File: config.mk
export PLATFORM = sky130hd
export DESIGN_NAME = fifo_syn
export DESIGN_NICKNAME = d
export VERILOG_FILES = /design/src/rtl/fifo_syn.sv
export SDC_FILE = /design/constraint.sdc
export NUM_CORES = 1
export LEC_CHECK = 0
export CORE_MARGIN = 2
export CORE_UTILIZATION = 26
export DETAILED_ROUTE_END_ITERATION = 6
export PLACE_DENSITY = 0.46
export SETUP_SLACK_MARGIN = 0.4
export SLEW_MARGIN = 20
export SYNTH_ARGS = -nofsm -noshare
export SYNTH_HDL_FRONTEND = slang
export SYNTH_SLANG_ARGS = --single-unit
File: constraint.sdc
create_clock -name clk -period 2.45 [get_ports clk]
set_input_delay 0.49 -clock clk [delete_from_list [all_inputs] [get_ports clk]]
set_output_delay 0.49 -clock clk [all_outputs]
set_load 0.02 [all_outputs]
File: src/rtl/fifo_syn.sv
// Single-clock synchronous FIFO with registered read data and registered full/empty flags.
// Reads and writes are accepted in the same cycle; there is no fall-through from write to q.
module fifo_syn #(
    parameter int WIDTH = 8,
    parameter int DEPTH = 8
) (
    input  logic             clk,
    input  logic             rst,
    input  logic             wr,
    input  logic             rd,
    input  logic [WIDTH-1:0] data,
    output logic [WIDTH-1:0] q,
    output logic             full,
    output logic             empty
);

    localparam int AW = $clog2(DEPTH);
    localparam logic [AW:0] CNT_FULL = (AW+1)'(DEPTH);

    logic [WIDTH-1:0] mem [DEPTH];
    logic [AW-1:0]    wp;
    logic [AW-1:0]    rp;
    logic [AW:0]      cnt;
    logic [AW:0]      cnt_next;
    logic             wa;
    logic             ra;

    // A full FIFO still takes a write when the same cycle frees a slot.
    assign wa = wr & (~full | rd);
    assign ra = rd & ~empty;

    always_comb begin
        cnt_next = cnt;
        if (wa && !ra) begin
            cnt_next = cnt + 1'b1;
        end else if (ra && !wa) begin
            cnt_next = cnt - 1'b1;
        end
    end

    // Storage is never cleared; empty gates every read after reset.
    always_ff @(posedge clk) begin
        if (wa) begin
            mem[wp] <= data;
        end
    end

    always_ff @(posedge clk or posedge rst) begin
        if (rst) begin
            wp    <= '0;
            rp    <= '0;
            cnt   <= '0;
            q     <= '0;
            full  <= 1'b0;
            empty <= 1'b1;
        end else begin
            if (wa) begin
                wp <= wp + 1'b1;
            end
            if (ra) begin
                q  <= mem[rp];
                rp <= rp + 1'b1;
            end
            cnt   <= cnt_next;
            full  <= (cnt_next == CNT_FULL);
            empty <= (cnt_next == '0);
        end
    end

endmodule

==> metrics <==
Worst R2R Path Depth 5; Slowest Stage Delay on Critical Path 630 ps; cell family with most CP delay buffers and inverters; Post-Syn Area per Cell ~18 µm²; CTS H-tree lvls 3; Flop pwr share between 40% and 50%; Post-CTS Setup Bufs 0; R2R Setup Slk roughly 750 ps; wire length per cell 15.5 µm; Num CTS Buffers 9; FF+latch area 2420 µm²; CTS Buffer Depth 2; max cap viols 0; final hold vios 0; post-layout minimum cycle time 1870 ps; top cell type's share of synthesized area 56.5%; crit path kind reg -> out; crit path DAT 1380 ps; Synth Area in Simple Gates 6.95%; final-layout fill cell count 1266; Rel. slew slack 74.9%; Reg clk slew, reported paths around 60 ps; post-route insts no fill 408; fin nets 248; IO Pins 22; Vias ~1700; worst path required time slightly below 2000 ps; Critical Path Sink Type output pin; worst path bufs/invs 1; Synth area leader edfxtp_1; worst r2r dst mem[0][2]$_DFFE_PP_; internal power 3510 µW; post-synth cell types 34; P_leak roughly 0.0015 µW; Initial Util 26.7%; main combinational cell family by area after synthesis multiplexers; Hold EP q[5]$_DFFE_PP0P_; final WL ~6300 µm; worst reg2reg path startpoint full$_DFF_PP0_; grt ovf 0; GR Util met3 3.62%; post-synthesis sequential area ratio a little under three quarters; setup violators final 0; clk root buf clkbuf_16; mux cell area share after synthesis 13.9%; most frequent cells after synthesis edfxtp_1 (64), dfrtp_1 (19), mux4_2 (16), nand2_1 (16), mux2i_1 (10); unrepaired setup endpoints after global routing false; setup_tns 0 ps; Crit Path Max Fanout 5; Final Max Tran Viols 0; GR Util met1 a little over an eighth; Synth Area in XOR/XNOR 2.02%; Synth Instances 191; die height 118 µm; Rows 41; largest net degree at the start of global routing 21; worst slew pin tran between 300 and 400 ps; vias in the first global route roughly 1800; critical-path cell list clkdlybuf4s50_1; reported net switching power 1510 µW; slowest stage cell, crit path clkdlybuf4s50_1; warnings from Yosys 0; residual DRC count 0; Clock Sinks 84; multi-input gate area in the final layout 928 µm²; port bufs 21; clk_skew slightly above 8 ps; Most used DFF post-synth edfxtp_1; die area roughly 14000 µm²; first-pass GRT wire length 10400 µm; ranking of synthesized cells by area edfxtp_1 (56%), dfrtp_1 (14%), mux4_2 (11%); Via density 4.25; antenna viol nets, final 0; synthesized flop and latch total 84; Die X 118 µm; compound-gate portion of the synthesized area 2.83%; global route hottest layer met2; min-delay src q[5]$_DFFE_PP0P_; mapped cell area 3400 µm²; CTS tree done; synthesized-area fraction occupied by adder cells 1.47%; n_diodes 0; outcome completed; setup slack after layout approximately 580 ps; layout cell share with drive strength beyond 1 approximately a quarter; Post-synth EDFFs 64; initial antenna violation count 0; syn nets 207; Hold Path Depth 2; Final GP Congestion 0.730; Peak Freq 534 MHz; routing usage on met2 15.0%; VDD IR max 0.000316 V; HPWL after DPL 4520 µm; Logic pwr share 30.7%; DP Worst Slack 214 ps; DR iter-0 viols roughly 120; Async SR Flop Fraction between 20% and 30%; core region area 12700 µm²; power per cell area approximately 1200 nW/µm²; worst min path class reg -> reg; Placed Cells 393; Period Utilization, post-route 76.4%; Net Sw Frac 30.1%; clock network power share 28.0%; drt pass-1 iters 4; startpoint class of the critical path flip-flop; Total GRT Usage around 10%; Area Overhead vs Synth 24.3%; Clock Latency Late Sink 330 ps; most common cell in the netlist edfxtp_1
how the worst max path moves through the flow:
stage / endpoint / slack (ps) / cells after the start / start
after CTS: full / 550 / 1 / full$_DFF_PP0_
after floorplan: mem[2][0]$_DFFE_PP_ / 580 / 4 / full$_DFF_PP0_
after global placement: mem[4][3]$_DFFE_PP_ / 270 / 5 / wr
after detailed placement: empty$_DFF_PP1_ / 210 / 7 / rd
after global routing: mem[4][6]$_DFFE_PP_ / 500 / 5 / wr
final: full / 580 / 1 / full$_DFF_PP0_
layout make-up:
type                    count  share of cell area, %
repair buffers             38                   7.96
clock buffers               9                   5.32
inverters                   3                  0.266
clock inverters             6                   2.13
multi-input cells          96                   21.9
well taps                 172                   5.09
flip-flops and latches     84                   57.3
power groups by stage:
stage | Sequential, µW | Clock (µW) | Combinational, µW
CTS | 2080 | 1450 | 1580
global route | 2120 | 1500 | 1700
floorplan | 2120 | 0 | 1010
finish | 2070 | 1410 | 1550
global placement | 2110 | 0 | 1570
detailed placement | 2110 | 0 | 1580
per-layer routing:
layer	share of wire, %	vias up
li1	-	813
met4	0.84	0
met2	46	32
met3	3.8	5
met5	0	-
met1	50	886
layout by cell type (no fill, tap or decap), types with 5 or more instances in the layout:
cell type	netlist	final
buf_4	2	17
clkbuf_16	0	9
clkdlybuf4s50_1	0	20
dfrtp_1	19	19
edfxtp_1	64	64
mux2i_1	10	10
mux4_2	16	16
nand2_1	16	16
nor2_1	9	9
o21ai_1	7	7
xnor2_1	5	5
state kept, by name, indices dropped and copies added (netlist names):
| register | cells |
|---|---|
| q | 8 |
| empty | 1 |
| rp | 3 |
| mem | 64 |
| full | 1 |
| cnt | 4 |
| wp | 3 |
tightest hold or removal path: stages (launching register included):
cell and delay [ps]:
dfrtp_1 340, nand2_1 50, o21ai_1 60
cell families (layout without fill, tap and decap cells):
family                     count (synthesis)  in the layout
xor gates and xnor gates                   7              7
buffers and inverters                     11             56
muxes                                     27             27
DFF                                       84             84
AOI/OAI and AO/OA                         14             14
and+or+nand+nor                           44             44
adders and majority gates                  4              4
what timing repair did:
| action | 4_1_cts | 5_1_grt |
|---|---|---|
| resized for setup | 1 | 0 |
| hold buffers | 0 | 0 |
| setup endpoints to repair | 1 | 0 |
stage by stage:
stage               hold WS [ps]  instance area, µm²  util (%)  power, µW
floorplan                    453                3410         -       3130
global placement             464                3920      30.8       3680
detailed placement           478                3920      30.8       3690
CTS                          487                4230      33.3       5120
global route                 516                4230      33.3       5320
finish                       483                4230      33.3       5030
No activity file was read; power rests on OpenSTA's default activity.
